## src/rtl/alu_pipe_pkg.sv

```systemverilog
// Shared opcode encoding and the flag-field layout of a queued {res, flags} entry.
package alu_pipe_pkg;

    typedef enum logic [2:0] {
        OP_ADD = 3'b000,
        OP_SUB = 3'b001,
        OP_AND = 3'b010,
        OP_OR  = 3'b011,
        OP_XOR = 3'b100,
        OP_SLT = 3'b101,
        OP_ADC = 3'b110,
        OP_SBC = 3'b111
    } op_e;

    // Flags occupy the low nibble of an entry; the result sits above them.
    localparam int FLG_N = 0;
    localparam int FLG_V = 1;
    localparam int FLG_C = 2;
    localparam int FLG_Z = 3;
    localparam int FLG_W = 4;

    function automatic logic is_arith(input logic [2:0] op);
        return (op == OP_ADD) || (op == OP_SUB) || (op == OP_ADC) || (op == OP_SBC);
    endfunction

endpackage

```

## src/rtl/alu_result_fifo.sv

```systemverilog
// Result queue: DEPTH entries of W bits, head entry visible combinationally.
// Latency: push visible at head the cycle after the write edge.
// Backpressure: o_full blocks pushes; no pass-through when full.
module alu_result_fifo #(
    parameter int W     = 36,
    parameter int DEPTH = 2
) (
    input  logic         core_clk,
    input  logic         arst_n,
    input  logic         i_push,
    input  logic [W-1:0] i_dat,
    input  logic         i_pop,
    output logic [W-1:0] o_dat,
    output logic         o_full,
    output logic         o_empty
);
    localparam int AW = $clog2(DEPTH);

    logic [W-1:0]  r_mem [DEPTH];
    logic [AW-1:0] r_wptr;
    logic [AW-1:0] r_rptr;
    logic [AW:0]   r_count;

    // Storage is cleared too so the head outputs read zero out of reset.
    always_ff @(posedge core_clk or negedge arst_n) begin
        if (!arst_n) begin
            for (int i = 0; i < DEPTH; i++) begin
                r_mem[i] <= '0;
            end
            r_wptr  <= '0;
            r_rptr  <= '0;
            r_count <= '0;
        end else begin
            if (i_push) begin
                r_mem[r_wptr] <= i_dat;
                r_wptr        <= r_wptr + AW'(1);
            end
            if (i_pop) begin
                r_rptr <= r_rptr + AW'(1);
            end
            case ({i_push, i_pop})
                2'b10:   r_count <= r_count + (AW+1)'(1);
                2'b01:   r_count <= r_count - (AW+1)'(1);
                default: r_count <= r_count;
            endcase
        end
    end

    assign o_dat   = r_mem[r_rptr];
    assign o_full  = (r_count == (AW+1)'(DEPTH));
    assign o_empty = (r_count == '0);

endmodule

```

## src/rtl/alu_pipe.sv

```systemverilog
// Registered multi-op ALU with carry chaining; ALU_SAT_EN enables signed saturation.
// Latency: result at queue head one cycle after accept (when queue empty).
// Backpressure: in_ready drops while the DEPTH-entry result queue is full.
module alu_pipe
    import alu_pipe_pkg::*;
#(
    parameter int WIDTH = 32,
    parameter int DEPTH = 2
) (
    input  logic             elk,
    input  logic             rst_n,
    input  logic             in_valid,
    output logic             in_ready,
    input  logic [2:0]       sel,
    input  logic [WIDTH-1:0] opA,
    input  logic [WIDTH-1:0] opB,
    output logic             out_valid,
    input  logic             out_ready,
    output logic [WIDTH-1:0] res,
    output logic             z,
    output logic             c,
    output logic             v,
    output logic             n
);
`ifdef ALU_SAT_EN
    localparam logic SAT_EN = 1'b1;
`else
    localparam logic SAT_EN = 1'b0;
`endif

    logic                   r_cy;
    logic                   w_push;
    logic                   w_pop;
    logic                   w_full;
    logic                   w_empty;
    logic [WIDTH-1:0]       w_b_eff;
    logic                   w_cin;
    logic [WIDTH:0]         w_sum;
    logic                   w_ov;
    logic [WIDTH-1:0]       w_res;
    logic                   w_c;
    logic                   w_v;
    logic [WIDTH+FLG_W-1:0] w_entry;
    logic [WIDTH+FLG_W-1:0] w_head;

    assign w_push = in_valid && in_ready;
    assign w_pop  = out_valid && out_ready;

    always_comb begin
        w_b_eff = opB;
        w_cin   = 1'b0;
        case (sel)
            OP_SUB: begin
                w_b_eff = ~opB;
                w_cin   = 1'b1;
            end
            OP_ADC: w_cin = r_cy;
            OP_SBC: begin
                w_b_eff = ~opB;
                w_cin   = r_cy;
            end
            default: ;
        endcase
    end

    assign w_sum = {1'b0, opA} + {1'b0, w_b_eff} + {{WIDTH{1'b0}}, w_cin};
    assign w_ov  = (opA[WIDTH-1] == w_b_eff[WIDTH-1]) && (w_sum[WIDTH-1] != opA[WIDTH-1]);

    always_comb begin
        w_res = '0;
        w_c   = 1'b0;
        w_v   = 1'b0;
        case (sel)
            OP_AND: w_res = opA & opB;
            OP_OR:  w_res = opA | opB;
            OP_XOR: w_res = opA ^ opB;
            OP_SLT: w_res = {{(WIDTH-1){1'b0}}, ($signed(opA) < $signed(opB))};
            default: begin
                w_res = w_sum[WIDTH-1:0];
                w_c   = w_sum[WIDTH];
                w_v   = w_ov;
                // Clamp toward the sign of A; carry keeps the unsaturated value.
                if (SAT_EN && w_ov) begin
                    w_res = opA[WIDTH-1] ? {1'b1, {(WIDTH-1){1'b0}}}
                                         : {1'b0, {(WIDTH-1){1'b1}}};
                end
            end
        endcase
    end

    always_comb begin
        w_entry                      = '0;
        w_entry[FLG_W +: WIDTH]      = w_res;
        w_entry[FLG_Z]               = (w_res == '0);
        w_entry[FLG_C]               = w_c;
        w_entry[FLG_V]               = w_v;
        w_entry[FLG_N]               = w_res[WIDTH-1];
    end

    always_ff @(posedge elk or negedge rst_n) begin
        if (!rst_n) begin
            r_cy <= 1'b0;
        end else if (w_push && is_arith(sel)) begin
            r_cy <= w_c;
        end
    end

    alu_result_fifo #(
        .W     (WIDTH + FLG_W),
        .DEPTH (DEPTH)
    ) u_fifo (
        .core_clk (elk),
        .arst_n   (rst_n),
        .i_push   (w_push),
        .i_dat    (w_entry),
        .i_pop    (w_pop),
        .o_dat    (w_head),
        .o_full   (w_full),
        .o_empty  (w_empty)
    );

    assign in_ready  = !w_full;
    assign out_valid = !w_empty;
    assign res       = w_head[FLG_W +: WIDTH];
    assign z         = w_head[FLG_Z];
    assign c         = w_head[FLG_C];
    assign v         = w_head[FLG_V];
    assign n         = w_head[FLG_N];

endmodule

```

## config.mk

```make
export PLATFORM = sky130hd
export DESIGN_NAME = alu_pipe
export DESIGN_NICKNAME = d
export VERILOG_FILES = /design/src/rtl/alu_pipe_pkg.sv /design/src/rtl/alu_result_fifo.sv /design/src/rtl/alu_pipe.sv
export SDC_FILE = /design/constraint.sdc
export NUM_CORES = 1
export LEC_CHECK = 0
export ABC_AREA = 1
export CORE_MARGIN = 3
export CORE_UTILIZATION = 55
export DETAILED_ROUTE_END_ITERATION = 6
export GPL_ROUTABILITY_DRIVEN = 0
export MAX_ROUTING_LAYER = met4
export PLACE_DENSITY_LB_ADDON = 0.12
export RECOVER_POWER = 50
export SLEW_MARGIN = 10
export SYNTH_ARGS = -nofsm -noshare
export SYNTH_HDL_FRONTEND = slang
export SYNTH_HIERARCHICAL = 1
export SYNTH_SLANG_ARGS = --single-unit
export TNS_END_PERCENT = 5
```

## constraint.sdc

```tcl
create_clock -name elk -period 7.9 [get_ports elk]
set_clock_uncertainty 0.05 [all_clocks]
set_input_delay 0.79 -clock elk [delete_from_list [all_inputs] [get_ports elk]]
set_output_delay 0.79 -clock elk [all_outputs]
set_load 0.01 [all_outputs]
```

==> flow_summary.ini, run 1 <==
[logic_synthesis]
synth_cells = 1374
yosysWarnings = 6
ys.flop_type = dfrtp_1
syn_area_um2 = 9210
synthTopCellsByArea = dfrtp_1, ha_1, nand2_1
async_reset_ff_share_pct = 100
synth_top_area_share_pct = 20.9
postSynthAreaPerCell_um2 = 6.70
synth.largest_area_cell = dfrtp_1
synth_cell_type_count = 48
yosysSeqAreaShare_pct = 20.9
synth_edf_count = 0
ys_ff_latch = 77
syn_nets = 1575

[grt]
grt_pass1_wl_um = 38600
antenna_found_initial = 0
grt_pass1_vias = 8127
grt_max_degree = 78
grt_overflow = 0
grt.total_usage_pct = 26.7

[finish]
synthToLayoutAreaGrowth_pct = 15.6
final-seq-area_um2 = 1930
diodes = 0
final_cell_mix = nand2_1, inv_1, ha_1
multi_input_area_um2 = 6020
drive_gt1_share_pct = 9.97
final_common_cell = nand2_1
n_fill_cell = 1546
fin_nets = 1661

[timing]
fmax_ghz = 0.179
finalCriticalPeriod_ns = 5.58
tightest_slew_ns = 3.92
slew_viol_final = 226
finalSetupTns_ns = 0
finalHoldViolCount = 0
holdWs_ns = 0.429
relSlewSlack_pct = -161
rsz0062_at_grt = no
finalCritPeriodShare_pct = 70.6
finalSetupViolCount = 0
worst_slack_ns = 2.32

[route]
vias = 8748
drt_iter0_drc = 757
wl_met3_um = 1490
drt-total-wl_um = 23700
dr_wl_met2_um = 10700
drtAntennaViolNets = 0
remaining_drc_errors = 0
topRoutingLayerUsed = met4
routed_via_density = 5.20
met1_length_um = 10900
post_drt_wl_per_cell_um = 14.1
firstDrtPassIters = 7

[critical_path]
cp.required_ns = 8.07
worstPathArrival_ns = 5.75
endpoint_kind = flop
critical-path-max-stage-delay_ns = 0.58
critPathMostFrequentCell = nand2_1
crit_fanout = 33
r2r_end = u_fifo/r_mem[39]
critPathBufInv = 6
critical_path_class = in -> reg
slowest_stage = nand2_1
r2r_cells = 7
r2r_slack_ns = 3.46
r2r-start = u_fifo/r_count[0]
critical_path.top_delay_family = simple AND/OR/NAND/NOR gates
crit_path_start_kind = primary input

[place]
hpwl_um = 18700
numPortBuffers = 108
pre_cts_ws_ns = 2.06

[worst_hold_path]
hp-class = reg -> reg
holdPathEnd = u_fifo/r_mem[36]
hold_path_startpoint = u_fifo/r_mem[36]
whs_path_depth = 2

[clocking]
cts_root_buf = clkbuf_16
htree_levels = 3
clock_path_buffers = 2
cts_resized = 0
cts_tree = built
clkTransAtPathRegs_ns = 0.06
cts_sinks = 77
clock_latency_ns = 0.33
ctsHoldBuffers = 0
numCtsBuffers = 9
cts_setup_buffers = 0

[die]
ios = 109
start_util_pct = 57.1
core_um2 = 16100
rows = 46
dieArea_um2 = 18300
fp.dieH_um = 135
die_w_um = 135

[outcome]
status = complete, but fails checks
violations = capacitance limit, slew limit

[pwr]
leakage_nw = 5.71
power.density_nw_per_um2 = 228
ir_drop_uv = 228

[run]
drv_cap = 3
[final cells by class]
class,count,share of cell area [%]
multi-input cells,986,56.5
flip-flops and latches,77,18.1
repair buffers,112,10.3
inverters,274,9.66
well taps,216,2.54
clock buffers,11,2.28
clock inverters,5,0.564
[sequential cells by signal, summed over array words and instances (netlist names)]
register        flops
u_fifo/r_wptr       1
u_fifo/r_rptr       1
u_fifo/r_mem       72
u_fifo/r_count      2
r_cy                1
[Yosys cell counts, types with 2 or more instances]
master and count:
dfrtp_1 77, nor3_1 8, a221oi_1 16, a21oi_2 9, fa_1 2, inv_2 15
o221ai_1 2, nand2_2 33, nand4_1 12, nand3b_1 4, ha_1 128, nor3_2 2
nor2_2 10, buf_6 9, o21bai_1 10, o2111ai_1 5, xor2_1 37, o21ai_1 3
o21ai_2 36, or2_2 2, o21ai_0 96, nor2_4 4, inv_1 258, nor4_1 2
a21oi_1 45, nand3_2 8, clkbuf_8 2, o22ai_1 2, nand2_4 3, o211ai_1 3
nand2_1 354, clkbuf_1 15, nor2_1 97, buf_2 7, nand3_1 43, buf_1 3
[worst min-delay path, stage by stage (launching register included)]
cell	delay (ns)
dfrtp_1	0.34
nand2_1	0.06
o21ai_2	0.04
[metrics by stage]
step | instances | utilization, % | instance area, um2 | total power, mW
finish | 1681 | 66.1 | 10600 | 2.42
global route | 1681 | 66.1 | 10600 | 2.64
CTS | 1681 | 66.1 | 10700 | 2.44
detailed placement | 1665 | 64.2 | 10400 | 2.03
global placement | 1665 | 64.2 | 10400 | 2.00
floorplan | 1374 | - | 9210 | 1.56
[logic make-up after synthesis]
kind of cell    share of synthesized area [%]
compound gates                           16.1
flops                                    20.9
buf+inv                                  13.8
simple gates                             27.7
fa+ha+maj                                17.8
xor+xnor                                 3.61
[worst max-delay path by stage]
stage | cells past startpoint | startpoint | to
after floorplan | 31 | sel[2] | u_fifo/r_mem[3]
after global placement | 28 | sel[2] | u_fifo/r_mem[3]
after detailed placement | 29 | sel[2] | u_fifo/r_mem[3]
after CTS | 29 | sel[2] | u_fifo/r_mem[3]
after global routing | 29 | sel[2] | u_fifo/r_mem[3]
final | 29 | sel[2] | u_fifo/r_mem[3]
[per-layer routing]
metal	GRT usage [%]	up-vias
met3	3.49	32
met2	42.2	276
li1	-	4483
met4	8.45	0
met1	35.7	3957
met5	-	-
[power breakdown]
group	switching [mW]	total, mW	leakage [nW]	internal (mW)
clock	0.150	0.403	0.146	0.253
combinational	0.764	1.32	4.59	0.555
sequential	0.135	0.702	0.976	0.567
total	1.05	2.42	5.71	1.37
Power figures use the tool's default switching activity.
==> run 2, diff against run 1 <==
--- a/config.mk
+++ b/config.mk
@@ -7,7 +7,7 @@
 export LEC_CHECK = 0
 export ABC_AREA = 1
 export CORE_MARGIN = 3
-export CORE_UTILIZATION = 55
+export CORE_UTILIZATION = 53
 export DETAILED_ROUTE_END_ITERATION = 6
 export GPL_ROUTABILITY_DRIVEN = 0
 export MAX_ROUTING_LAYER = met4
==> constraint.sdc (replaced) <==
create_clock -name elk -period 4.95 [get_ports elk]
set_clock_uncertainty 0.05 [all_clocks]
set_input_delay 0.495 -clock elk [delete_from_list [all_inputs] [get_ports elk]]
set_output_delay 0.495 -clock elk [all_outputs]
set_load 0.01 [all_outputs]
==> flow_summary.ini, run 2 (synthesis gave the netlist of run 1 again) <==
[route]
firstDrtPassIters = 5
vias = 8726
post_drt_wl_per_cell_um = 13.9
drtAntennaViolNets = 0
drt-total-wl_um = 23400
remaining_drc_errors = 0
drt_iter0_drc = 708
routed_via_density = 5.18

[clocking]
cts_root_buf = clkbuf_16
numCtsBuffers = 9
cts_tree = built
cts_sinks = 77
clock_path_buffers = 2
clkTransAtPathRegs_ns = 0.05
clock_latency_ns = 0.33
cts_resized = 0
ctsHoldBuffers = 0
cts_setup_buffers = 0
htree_levels = 3

[die]
die_w_um = 138
start_util_pct = 54.7
dieArea_um2 = 19000
rows = 47
core_um2 = 16800
ios = 109
fp.dieH_um = 138

[critical_path]
crit_fanout = 4
cp.required_ns = 5.15
critical_path_class = in -> reg
crit_path_start_kind = primary input
endpoint_kind = flop
worstPathArrival_ns = 4.12

[finish]
final-seq-area_um2 = 1930
n_fill_cell = 1624
synthToLayoutAreaGrowth_pct = 15.5
largest_register_ffs = 72
diodes = 0
drive_gt1_share_pct = 9.90
multi_input_area_um2 = 6020
final_common_cell = nand2_1
regMostFlops = u_fifo/r_mem
top_regs = u_fifo/r_mem (72), u_fifo/r_count (2)
fin_nets = 1664
final_cell_mix = nand2_1, inv_1, ha_1
final_core_utilization_pct = 63.2

[grt]
busiest_layer = met2
grt_pass1_wl_um = 38200
met3_usage_pct = 2.59
grt_max_degree = 78
met2_usage_pct = 39.8
use_met1_pct = 35.5
antenna_found_initial = 0
grt_pass1_vias = 8006
grt.total_usage_pct = 25.8
grt_overflow = 0

[outcome]
status = complete, but fails checks
violations = capacitance limit, slew limit

[worst_hold_path]
hp-class = in -> async

[timing]
relSlewSlack_pct = -48.1
finalSetupTns_ns = 0
finalSetupViolCount = 0
fmax_ghz = 0.255
finalHoldViolCount = 0
finalCriticalPeriod_ns = 3.92
tightest_slew_ns = 2.22
finalCritPeriodShare_pct = 79.2
worst_slack_ns = 1.03
slew_viol_final = 107
rsz0062_at_grt = no

[pwr]
power.density_nw_per_um2 = 353
ir_drop_uv = 353
leakage_nw = 5.71

[place]
hpwl_um = 18700
pre_cts_ws_ns = 0.687
numPortBuffers = 108

[run]
drv_cap = 2
## run 2: per-layer routing
layer  vias to the layer above  share of wire, %
met2                       255                45
met5                         -                 0
met3                        35               5.3
met1                      3953                47
met4                         0               2.3
li1                       4483                 -
## run 2: power breakdown
part	internal [mW]	switching, mW	leakage [nW]
sequential	0.903	0.215	0.976
clock	0.331	0.215	0.116
combinational	0.880	1.22	4.62
## run 2: worst paths after layout
| check | start | end | slack [ns] | depth (start not counted) |
|---|---|---|---|---|
| max | sel[0] | u_fifo/r_mem[3] | 1.03 | 24 |
| max in group asynchronous | rst_n | u_fifo/r_mem[22] | 3.90 | 2 |
| max reg2reg | u_fifo/r_count[0] | u_fifo/r_mem[50] | 1.37 | 7 |
| min in group elk | u_fifo/r_mem[46] | u_fifo/r_mem[46] | 0.43 | 2 |
| min | rst_n | u_fifo/r_mem[9] | 0.34 | 2 |
| min reg2reg | u_fifo/r_mem[46] | u_fifo/r_mem[46] | 0.43 | 2 |
## run 2: area by class of cell
class,count,area share [%]
repair buffers,115,10.7
inverters,274,9.67
clock buffers,13,2.26
well taps,220,2.59
flip-flops and latches,77,18.1
multi-input cells,986,56.6
## run 2: critical path, stage by stage
cell and delay, ns:
clkdlybuf4s50_1 0.59, inv_1 0.11, or2_2 0.30, o21ai_0 0.09, nand2_1 0.09, fa_1 0.44, inv_1 0.15, fa_1 0.28
nand3_1 0.11, nand3_2 0.11, nand2_1 0.08, nand2_1 0.08, nand2_1 0.08, nand2_2 0.10, nand3b_1 0.11, nand3_1 0.11
nand2_1 0.05, nand2_1 0.09, nand3_2 0.06, nor2_1 0.13, nand3_1 0.09, nor2_1 0.13, inv_1 0.07, o21ai_0 0.15
## run 2: stage by stage
stage / cells / instance area [um2] / total power, mW / hold slack (ns)
4_1_cts: 1685 / 10600 / 3.81 / 0.377
3_5_place_dp: 1672 / 10400 / 3.24 / 0.419
2_1_floorplan: 1374 / 9210 / 2.49 / 0.149
5_1_grt: 1685 / 10600 / 4.11 / 0.422
3_3_place_gp: 1672 / 10400 / 3.20 / 0.415
6_report: 1685 / 10600 / 3.76 / 0.335
==> run 3, diff against run 2 <==
==> constraint.sdc (replaced) <==
create_clock -name elk -period 3.5 [get_ports elk]
set_clock_uncertainty 0.05 [all_clocks]
set_input_delay 0.35 -clock elk [delete_from_list [all_inputs] [get_ports elk]]
set_output_delay 0.35 -clock elk [all_outputs]
set_load 0.01 [all_outputs]
==> flow_summary.ini, run 3 (synthesis gave the netlist of run 1 again) <==
[route]
firstDrtPassIters = 5
drtAntennaViolNets = 0
routed_via_density = 5.09
drt-total-wl_um = 24900
remaining_drc_errors = 0
vias = 9273
post_drt_wl_per_cell_um = 13.7
drt_iter0_drc = 604

[finish]
final_common_cell = nand2_1
synthToLayoutAreaGrowth_pct = 29.1
final_area_um2 = 11900
top_regs = u_fifo/r_mem (72), u_fifo/r_count (2)
fin_nets = 1799
drive_gt1_share_pct = 19.3
regMostFlops = u_fifo/r_mem
final_cell_mix = nand2_1, inv_1, buf_4
final_core_utilization_pct = 70.7
largest_register_ffs = 72
diodes = 0
finalNonFillerCells = 1823

[die]
start_util_pct = 54.7
fp.dieH_um = 138
core_um2 = 16800
rows = 47
ios = 109
dieArea_um2 = 19000
die_w_um = 138

[clocking]
htree_levels = 3
cts_root_buf = clkbuf_16
clkTransAtPathRegs_ns = 0.06
cts_tree = built
cts_sinks = 77
clock_latency_ns = 0.33
numCtsBuffers = 9
clock_path_buffers = 2

[critical_path]
critical-path-max-stage-delay_ns = 0.37
worstPathArrival_ns = 3.51
cp.required_ns = 3.70
critPathBufInv = 5
r2r-start = r_cy
crit_fanout = 5
critPathMostFrequentCell = nand2_1
worstSetupStartpoint = sel[0]
endpoint_kind = flop
slowest_stage = fa_2
critical_path_class = in -> reg
critical_path.top_delay_family = simple AND/OR/NAND/NOR gates
crit_path_start_kind = primary input

[run]
drv_cap = 1

[pwr]
leakage_nw = 6.43
ir_drop_uv = 498
power.density_nw_per_um2 = 502

[grt]
grt_overflow = 0
antenna_found_initial = 0
grt_pass1_wl_um = 40600
grt.total_usage_pct = 27.3
grt_max_degree = 74
grt_pass1_vias = 8769

[place]
place_area_um2 = 11400
pre_cts_ws_ns = -0.377
hpwl_um = 19700
numPortBuffers = 108
dpl.cell_count = 1797

[worst_hold_path]
hold_path_startpoint = u_fifo/r_mem[49]
hp-class = reg -> reg

[timing]
worst_slack_ns = 0.191
relSlewSlack_pct = -22.2
slew_viol_final = 74
finalHoldViolCount = 0
finalSetupViolCount = 0
tightest_slew_ns = 1.83
finalCriticalPeriod_ns = 3.31
finalCritPeriodShare_pct = 94.6
fmax_ghz = 0.302

[outcome]
violations = capacitance limit, slew limit
status = complete, but fails checks
[run 3: cell count changes in the layout (fill, tap and decap cells not counted), sizes merged]
cell           change
clkinv             +2
dlygate4sd2        +3
dlygate4sd3        -1
clkbuf             +3
bufinv             +2
clkdlybuf4s50      -1
buf              +130
[run 3: tightest hold or removal path, delay by kind of cell, from the launching register on]
kind	cells	cell delay, ns
AOI/OAI and AO/OA	1	0.05
and+or+nand+nor	1	0.06
DFF	1	0.34
[run 3: power breakdown]
part	internal [mW]	switching, mW	leakage [nW]
sequential	1.28	0.255	0.976
combinational	1.56	1.87	5.29
clock	0.660	0.339	0.163
total	3.50	2.47	6.43
[run 3: per-layer routing]
layer	GRT usage, %	wire length [um]	vias up	part of all wire (%)
li1	-	-	4757	-
met1	35.0	11300	4250	45
met2	46.2	11900	233	48
met3	2.37	1220	33	4.9
met4	7.79	501	0	2.0
met5	-	0	-	0
[run 3: layout make-up]
class	count	area, um2
sequential	77	1930
multi-input combinational	986	6140
inverter	274	1030
tap	220	275
fill	1509	4930
timing repair buffer	250	2190
clock inverter	4	70.1
clock buffer	12	256
[run 3: through the flow]
step	hold WS, ns	power (mW)	TNS, ns
final	0.432	5.97	0
after global placement	0.336	4.86	-2.53
after global routing	0.446	6.48	-0.00826
after floorplan	0.00441	3.52	0
after CTS	0.433	5.99	0
after detailed placement	0.331	4.94	-3.98
[run 3: worst paths after layout]
kind	to	slack, ns	depth (start not counted)
worst max-delay path	u_fifo/r_mem[3]	0.19	26
worst min-delay path	u_fifo/r_mem[49]	0.43	2
worst max register to register	u_fifo/r_mem[3]	0.45	24
worst min register to register	u_fifo/r_mem[49]	0.43	2
max in group asynchronous	u_fifo/r_mem[8]	0.96	3
min in group asynchronous	u_fifo/r_mem[11]	0.82	2
[run 3: repair_timing]
action	CTS	global route
setup buffers	3	5
pin swaps	9	6
gates resized for setup	7	27
gates cloned	1	0
hold buffers	1	0
endpoints found under the setup margin	1	2
endpoints found under the hold margin	25	0
